===== src/rtl/fp_unpacker_pipe.sv =====
// fp_unpacker_pipe: two-stage, multi-lane IEEE-754 field unpacker with
// valid/ready flow control. Each lane is split into sign, unbiased exponent
// and significand (hidden bit explicit) and classified.
// Stage 1 registers the raw fields and the class flags. Stage 2 computes the
// exponent and significand and holds the output registers.
// Optional feature macro: FP_UNPACK_SUBNORM_NORM_EN
//   defined   -> subnormals are normalised with a leading-zero count and shift
//   undefined -> denormals-are-zero: a subnormal reports zero=1 and sub=1,
//                with exp = 0 and sig = 0
module fp_unpacker_pipe #(
  parameter int LANES  = 4,
  parameter int EXP_W  = 8,
  parameter int MANT_W = 23
) (
  input  logic                            clk,
  input  logic                            rst_n,
  input  logic                            in_valid,
  output logic                            in_ready,
  input  logic [LANES*(1+EXP_W+MANT_W)-1:0] in_data,
  output logic                            out_valid,
  input  logic                            out_ready,
  output logic [LANES-1:0]                out_sign,
  output logic [LANES*(EXP_W+2)-1:0]      out_exp,
  output logic [LANES*(MANT_W+1)-1:0]     out_sig,
  output logic [LANES-1:0]                out_zero,
  output logic [LANES-1:0]                out_sub,
  output logic [LANES-1:0]                out_inf,
  output logic [LANES-1:0]                out_nan,
  output logic [LANES-1:0]                out_snan
);

  localparam int W  = 1 + EXP_W + MANT_W;
  localparam int XW = EXP_W + 2;
  localparam int SW = MANT_W + 1;
  localparam logic [XW-1:0] BIAS        = XW'((1 << (EXP_W - 1)) - 1);
  localparam logic [XW-1:0] EXP_SPECIAL = XW'(1 << (EXP_W - 1));

  // Lane views of the packed input, lane 0 in the LSBs
  logic [LANES-1:0][W-1:0]      in_lane;
  logic [LANES-1:0]             in_s;
  logic [LANES-1:0][EXP_W-1:0]  in_e;
  logic [LANES-1:0][MANT_W-1:0] in_m;

  assign in_lane = in_data;

  for (genvar g = 0; g < LANES; g++) begin : g_split
    assign in_s[g] = in_lane[g][W-1];
    assign in_e[g] = in_lane[g][W-2 -: EXP_W];
    assign in_m[g] = in_lane[g][MANT_W-1:0];
  end

  // Class flags computed from the incoming fields
  logic [LANES-1:0] c_zero, c_sub, c_inf, c_nan, c_snan;

  // Stage 1 registers
  logic                         s1_valid;
  logic [LANES-1:0]             s1_sign;
  logic [LANES-1:0][EXP_W-1:0]  s1_exp;
  logic [LANES-1:0][MANT_W-1:0] s1_mant;
  logic [LANES-1:0]             s1_zero, s1_sub, s1_inf, s1_nan, s1_snan;

  // Stage 2 registers (drive the outputs directly)
  logic                         s2_valid;
  logic [LANES-1:0][XW-1:0]     s2_exp;
  logic [LANES-1:0][SW-1:0]     s2_sig;

  // Stage 2 next values
  logic [LANES-1:0][XW-1:0]     nx_exp;
  logic [LANES-1:0][SW-1:0]     nx_sig;

  logic s1_adv, s2_adv;

  assign s2_adv   = !s2_valid || out_ready;
  assign s1_adv   = !s1_valid || s2_adv;
  assign in_ready = s1_adv;

  assign out_valid = s2_valid;
  assign out_exp   = s2_exp;
  assign out_sig   = s2_sig;

`ifdef FP_UNPACK_SUBNORM_NORM_EN
  localparam int LZ_W = $clog2(MANT_W + 1);

  logic [LANES-1:0][LZ_W-1:0] lz;

  // Leading-zero count of a non-zero mantissa; the highest set bit wins
  function automatic logic [LZ_W-1:0] lzc(input logic [MANT_W-1:0] v);
    logic [LZ_W-1:0] n;
    n = '0;
    for (int i = 0; i < MANT_W; i++) begin
      if (v[i]) n = LZ_W'(MANT_W - 1 - i);
    end
    return n;
  endfunction
`endif

  // Classify each incoming lane; a subnormal only counts as zero under DAZ
  always_comb begin
    c_zero = '0;
    c_sub  = '0;
    c_inf  = '0;
    c_nan  = '0;
    c_snan = '0;
    for (int l = 0; l < LANES; l++) begin
`ifdef FP_UNPACK_SUBNORM_NORM_EN
      c_zero[l] = ~(|in_e[l]) & ~(|in_m[l]);
`else
      c_zero[l] = ~(|in_e[l]);
`endif
      c_sub[l]  = ~(|in_e[l]) & (|in_m[l]);
      c_inf[l]  = (&in_e[l]) & ~(|in_m[l]);
      c_nan[l]  = (&in_e[l]) & (|in_m[l]);
      c_snan[l] = (&in_e[l]) & (|in_m[l]) & ~in_m[l][MANT_W-1];
    end
  end

  // Stage 1: capture raw fields and flags whenever the stage can advance
  always_ff @(posedge clk or negedge rst_n) begin
    if (!rst_n) begin
      s1_valid <= 1'b0;
      s1_sign  <= '0;
      s1_exp   <= '0;
      s1_mant  <= '0;
      s1_zero  <= '0;
      s1_sub   <= '0;
      s1_inf   <= '0;
      s1_nan   <= '0;
      s1_snan  <= '0;
    end else if (s1_adv) begin
      s1_valid <= in_valid;
      if (in_valid) begin
        s1_sign <= in_s;
        s1_exp  <= in_e;
        s1_mant <= in_m;
        s1_zero <= c_zero;
        s1_sub  <= c_sub;
        s1_inf  <= c_inf;
        s1_nan  <= c_nan;
        s1_snan <= c_snan;
      end
    end
  end

  // Stage 2 datapath: exponent unbiasing and significand formation per lane
  always_comb begin
    nx_exp = '0;
    nx_sig = '0;
`ifdef FP_UNPACK_SUBNORM_NORM_EN
    lz = '0;
`endif
    for (int l = 0; l < LANES; l++) begin
`ifdef FP_UNPACK_SUBNORM_NORM_EN
      lz[l] = lzc(s1_mant[l]);
`endif
      if (s1_nan[l] || s1_inf[l]) begin
        nx_exp[l] = EXP_SPECIAL;
        nx_sig[l] = s1_nan[l] ? {1'b0, s1_mant[l]} : '0;
      end else if (s1_zero[l]) begin
        nx_exp[l] = '0;
        nx_sig[l] = '0;
      end else if (s1_sub[l]) begin
`ifdef FP_UNPACK_SUBNORM_NORM_EN
        nx_sig[l] = {1'b0, s1_mant[l]} << (lz[l] + 1'b1);
        nx_exp[l] = '0 - BIAS - XW'(lz[l]);
`else
        nx_exp[l] = '0;
        nx_sig[l] = '0;
`endif
      end else begin
        nx_exp[l] = {2'b00, s1_exp[l]} - BIAS;
        nx_sig[l] = {1'b1, s1_mant[l]};
      end
    end
  end

  // Stage 2: output registers load only when the stage advances
  always_ff @(posedge clk or negedge rst_n) begin
    if (!rst_n) begin
      s2_valid <= 1'b0;
      out_sign <= '0;
      s2_exp   <= '0;
      s2_sig   <= '0;
      out_zero <= '0;
      out_sub  <= '0;
      out_inf  <= '0;
      out_nan  <= '0;
      out_snan <= '0;
    end else if (s2_adv) begin
      s2_valid <= s1_valid;
      if (s1_valid) begin
        out_sign <= s1_sign;
        s2_exp   <= nx_exp;
        s2_sig   <= nx_sig;
        out_zero <= s1_zero;
        out_sub  <= s1_sub;
        out_inf  <= s1_inf;
        out_nan  <= s1_nan;
        out_snan <= s1_snan;
      end
    end
  end

endmodule


===== config.mk =====
export PLATFORM = sky130hd
export DESIGN_NAME = fp_unpacker_pipe
export DESIGN_NICKNAME = d
export VERILOG_FILES = /design/src/rtl/fp_unpacker_pipe.sv
export SDC_FILE = /design/constraint.sdc
export NUM_CORES = 1
export LEC_CHECK = 0
export CORE_UTILIZATION = 45
export CTS_CLUSTER_DIAMETER = 30
export DETAILED_ROUTE_END_ITERATION = 6
export PLACE_DENSITY = 0.77
export SYNTH_ARGS = -nofsm -noshare
export SYNTH_HDL_FRONTEND = slang
export SYNTH_SLANG_ARGS = --single-unit

===== constraint.sdc =====
create_clock -name clk -period 1.4 [get_ports clk]
set_input_delay 0.28 -clock clk [delete_from_list [all_inputs] [get_ports clk]]
set_output_delay 0.28 -clock clk [all_outputs]
set_load 0.01 [all_outputs]

After elaboration in Yosys (flattened, before gate mapping)
Index checks and enable logic that the tools add are counted.
W data, S select, Z words.
Operators by class
  add/sub/neg operators: 4
  multiply operators: 0
  div/mod/pow operators: 0
  order comparisons: 0
  equality and inequality tests: 0
  shift operators: 0
  mux-type cells: 28
  bitwise logic cells: 28
  reductions and logical operators: 22
Operator list (count)
  $mux W24: 12
  $mux W10: 12
  $mux W23: 4
  $reduce_or A23 Y1: 4
  $sub A8 B7 Y9 const B: 4
  $reduce_and A8 Y1: 4
  $reduce_or A8 Y1: 4
  $and A1 B1 Y1: 16
  $not A1 Y1: 12
  $logic_or A1 B1 Y1: 6
  $reduce_and A2 Y1: 2
  $logic_not A1 Y1: 2
Word-level totals
  register bits after elaboration: 310
  latch bits: 0
  memory bits (writable): 0
  memory bits (read-only): 0
  input port bits: 132
  output and inout bits: 162
  logic and storage cells: 112
  memories kept: 0

Longest topological paths before layout
  depth after elaboration: 4
  gate-level depth with buffers: 7
  gate-level depth less buffers: 5

Worst setup path after synthesis
No wires, ideal clock.
  path type: reg2reg
  from: register s2_valid, in the netlist out_valid
  to: register s1_inf[2]
  library setup time: 0.096 ns
  arrival: 1.340 ns
  required time: 1.304 ns
  setup slack: -0.035 ns
  stages on the path, launching flop included: 6
  buffers on the path: 1
  clock period less this slack: 1.435 ns
  cells stage by stage: dfrtp_1 nand3b_2 nand2_2 buf_6 or3_4 o32ai_2
Between the ends
  word-level cells in the longest chain between the ends: 4
RTL lines
  from (decl): RTL line 63  | logic s2_valid;
  from (signal assigned): RTL line 189  | s2_valid <= s1_valid;
  $logic_not A1 Y1: RTL line 73  | assign s2_adv = !s2_valid || out_ready;
  $logic_or A1 B1 Y1: RTL line 73
  $logic_or A1 B1 Y1: RTL line 74  | assign s1_adv = !s1_valid || s2_adv;
  named net in_ready: RTL line 18  | output logic in_ready,
  $reduce_and A2 Y1 (no source line)
  to (signal assigned): RTL line 137  | s1_inf <= c_inf;
  to (decl): RTL line 60  | logic [LANES-1:0] s1_zero, s1_sub, s1_inf, s1_nan, s1_snan;
The timed path passes the listed nets, and every way through them passes these cells.
A chain may end at the register's enable or synchronous reset.

Final worst setup path
  from: register s2_valid, in the netlist out_valid
  to: register s1_mant[78] (netlist bit)
Between the ends
  word-level cells in the longest chain between the ends: 4
RTL lines
  $logic_not A1 Y1: RTL line 73
  $logic_or A1 B1 Y1: RTL line 73
  $logic_or A1 B1 Y1: RTL line 74
  $reduce_and A2 Y1 (no source line)
  to (signal assigned): RTL line 134  | s1_mant <= in_m;
  to (decl): RTL line 59  | logic [LANES-1:0][MANT_W-1:0] s1_mant;
No other way between the ends.

==> results list <==
- After synthesis, the mean cell area works out to 10.1 um2.
- Type of the setup path with the least slack: flip-flop to flip-flop
- Final core area utilization: 73.6%
- Transition time of the tightest slew-check pin: 0.570 ns
* Clock network fraction of total power: 44.8%
- Average routed wire per standard cell: 19.7 um
- Peak supply drop: 1.30 mV
* Pleak: 9.70 nW
* Max Root-Sink Buffers: 3
- Cell chosen for the clock root: sky130_fd_sc_hd__clkbuf_16
* Maximum fanout count along the critical path: 18
- The number of nets in the synthesized netlist is 1,333.
- Overall Power: 30.4 mW
- In this run the most critical hold path is launched from in_data[31].
- Buffers placed on the I/O ports in this run total 293.
* Max-slew headroom: 61.7%
- Final nets: 1,855
- The worst setup path is launched from a flip-flop.
* Portion of the clock cycle consumed by the worst path in the final layout: 114%
- Yosys printed 0 warnings.
- Data on the critical path arrives at its endpoint at 2.05 ns.
- The worst setup path is captured at a flip-flop.
- CTS tree: built
* Violations in the final reports: DRC, setup timing
- Dividing total power by cell area gives a power density of 1580 mW/mm2.
- Placement-stage cell area: 0.0166 mm2
- Most Crowded Layer GR: met2
- Horiz. Die Dim: 166 um
- Maximum level of the CTS H-tree: 2
* R2r startpoint: out_valid$_DFFE_PN0P_
* Number of optimization iterations in the first detailed-route pass: 7
- Net switching is 28.2% of the power.
- Entering global routing, the biggest net connects 81 pins.
- Clock latency on the worst-skew pair: 0.57 ns
* Initial antenna violation count: 0
- In the final layout, the share of cells above drive strength 1 is 34.8%.
* Num rows: 59
- Power share of the sequential group: 36.5%
- The final layout contains routed wiring with a total length of 41,400 um.
- Number of cells on the worst reg-to-reg path: 9
- Register area share after synthesis: 63.6%
- Placeable core area: 0.0261 mm2
- Part of the total power dissipated in combinational logic: 18.7%
- The synthesized design contains 0 enable-type register cells.
- Fill cells in the final layout number 1,711.
- Setup violations remaining at the end of the flow were counted as 248.
- Global router's overall resource usage: 27.3%
* Top-Level Pins: 294
- Area of the die: 0.0274 mm2
* Final slew viol count: 0
- Summed over all layers, the global routing overflow is 0.
- The internal power of the cells totals 21.8 mW.
- STA puts the critical path data required time at 1.85 ns.
* Diode count: 0
- Summing all non-filler instances in the final layout gives an area of 0.0192 mm2.
- For this configuration, the core starts out at a cell density of 46.0%.
* Switch Pwr: 8.55 mW
- The first global-routing pass estimated 57,900 um of wire.
- After detailed routing, the number of remaining DRC violations is 47.
- Clock sinks: 306
* Final clock skew: 0.0243 ns
- The synthesized design contains 306 register bits.
- The number of hold violations in the final report is 0.
* Routability congestion estimate: 0.877
- Total via count after detailed routing: 11,300
* Minimum clock period: 1.60 ns
- Status: finished, violations left
* Post-Synthesis Cell Area: 0.0120 mm2
- Using the TritonRoute via totals, the vias-per-cell ratio works out to 5.38.
- Share of flip-flops with an asynchronous set or reset after synthesis: 100%
- GR Util met2: 44.8%
* RSZ-0062 raised after global routing: yes
* End point of the critical path: s1_mant[78]$_DFFE_PN0P_
- Launching instance or port of the critical path: out_valid$_DFFE_PN0P_
- Met3 usage: 5.54%
- Worst Slack Setup Final: -0.199 ns
- After clock tree synthesis, the clock-pin slew on the worst setup and hold paths is 0.05 ns.
- Overall die height: 166 um
* Total of max-cap violations: 0
- Distinct cells, synth: 30
- Fmax: 0.625 GHz
* Path class of the lowest-slack min-delay path: primary input to flip-flop
- The worst register-to-register path ends at s1_mant[78]$_DFFE_PN0P_.
* Layout-stage area growth over the synthesis result: 59.8%
- Final antenna-violating net count: 0
- Worst Hold Slack: 0.253 ns
- Mapped Cells: 1,197
- In this run, the number of DRC markers left after iteration 0 of detailed routing was 936.
* CTS Buf Count: 60
- Placed wire-length estimate after detailed placement: 24,300 um
- Global routing consumed, on the met1 layer, 34.9% of the routing resources.
* Setup slack on the worst flop-to-flop path: -0.20 ns
* Post-synth top flop: sky130_fd_sc_hd__dfrtp_1
- Vias in the first global route: 11,200
metal layers:
metal,up-vias,routed length (um)
met5,-,0
met4,0,1690
met3,119,3140
met2,539,20400
met1,5573,16200
li1,5073,-
cell usage after synthesis, drive strengths merged, types with 7 or more instances:
cell type | number | area, um2
dfrtp | 306 | 7660
a22o | 92 | 806
a21oi | 7 | 35.0
o31ai | 8 | 65.1
o21ai | 43 | 215
or3 | 7 | 48.8
buf | 57 | 313
nor4 | 28 | 175
nand4 | 16 | 100
nor2 | 32 | 120
xor2 | 9 | 78.8
nand2 | 524 | 1970
xnor2 | 12 | 105
inv | 8 | 30.0
nand3 | 20 | 100
cells in the final DEF (no fill, tap or decap), types with 12 or more instances in the layout:
cell / n
sky130_fd_sc_hd__nand2_1: 438
sky130_fd_sc_hd__dfrtp_1: 306
sky130_fd_sc_hd__buf_4: 175
sky130_fd_sc_hd__buf_2: 149
sky130_fd_sc_hd__clkdlybuf4s50_1: 130
sky130_fd_sc_hd__a22o_1: 92
sky130_fd_sc_hd__clkbuf_16: 74
sky130_fd_sc_hd__nand2_2: 61
sky130_fd_sc_hd__o21ai_0: 34
sky130_fd_sc_hd__nor4_1: 26
sky130_fd_sc_hd__nor2_1: 26
sky130_fd_sc_hd__buf_6: 24
sky130_fd_sc_hd__nand2_4: 23
sky130_fd_sc_hd__buf_12: 18
sky130_fd_sc_hd__nand3_1: 17
sky130_fd_sc_hd__nand4_1: 16
sky130_fd_sc_hd__xnor2_1: 12
sky130_fd_sc_hd__clkbuf_8: 12
power groups by stage:
stage | sequential, mW | clock, mW | combinational, mW
after floorplan | 11.4 | 0 | 1.73
after global placement | 11.1 | 0 | 5.42
after CTS | 11.0 | 13.7 | 5.17
after global routing | 11.2 | 14.2 | 6.14
final | 11.1 | 13.6 | 5.70
after detailed placement | 11.1 | 0 | 5.55
timing repair:
| action | 4_1_cts | 5_1_grt |
|---|---|---|
| endpoints found under the setup margin | 437 | 375 |
| pin swaps | 7 | 65 |
| resized for setup | 709 | 152 |
| endpoints found under the hold margin | 306 | 0 |
| setup buffers | 30 | 6 |
| hold buffers | 1 | 0 |
| cloned | 1 | 17 |
per-stage QoR:
step                      TNS (ns)  worst slack, ns  std cells
after floorplan                  0           0.0191       1197
after global placement     -132.28           -0.798       1937
after detailed placement   -140.69           -0.822       1937
after CTS                   -21.66           -0.179       2080
after global routing        -36.41           -0.236       2103
final                       -26.26           -0.199       2103
worst min path at each step:
stage | depth (start not counted) | slack [ns] | endpoint
after global placement | 2 | 0.32 | s1_mant[60]$_DFFE_PN0P_
after global routing | 3 | 0.25 | s1_sign[2]$_DFFE_PN0P_
after CTS | 3 | 0.24 | s1_sign[1]$_DFFE_PN0P_
final | 3 | 0.25 | s1_sign[0]$_DFFE_PN0P_
after detailed placement | 2 | 0.33 | s1_mant[65]$_DFFE_PN0P_
after floorplan | 0 | -0.02 | out_exp[0]$_DFFE_PN0P_
cell families after synthesis:
kind of cell	share of synthesized area [%]
buffers and inverters	3.04
adders and majority gates	0.416
DFF	63.6
AOI/OAI and AO/OA	9.96
xor gates and xnor gates	1.53
and+or+nand+nor	21.4
layout make-up:
cell class | count | area, um2 | area share, %
inverters | 8 | 30.0 | 0.156
well taps | 335 | 419 | 2.18
clock inverters | 30 | 268 | 1.39
clock buffers | 81 | 1700 | 8.85
flip-flops and latches | 306 | 7660 | 39.8
multi-input cells | 823 | 4610 | 24.0
repair buffers | 520 | 4540 | 23.6
worst max-delay path: stages, from the launching register on:
cell and delay, ns:
sky130_fd_sc_hd__dfrtp_1 0.40, sky130_fd_sc_hd__buf_6 0.14, sky130_fd_sc_hd__nand3b_4 0.09, sky130_fd_sc_hd__buf_12 0.12, sky130_fd_sc_hd__nand2_8 0.07, sky130_fd_sc_hd__buf_12 0.16
sky130_fd_sc_hd__buf_12 0.14, sky130_fd_sc_hd__clkbuf_16 0.18, sky130_fd_sc_hd__nand2_1 0.10, sky130_fd_sc_hd__nand2_1 0.07
state kept, by name, indices dropped and copies added (netlist names), 32 cells and up:
name / count
s1_mant: 92
out_sig: 96
out_exp: 36
s1_exp: 32
No activity file was read; power rests on OpenSTA's default activity.
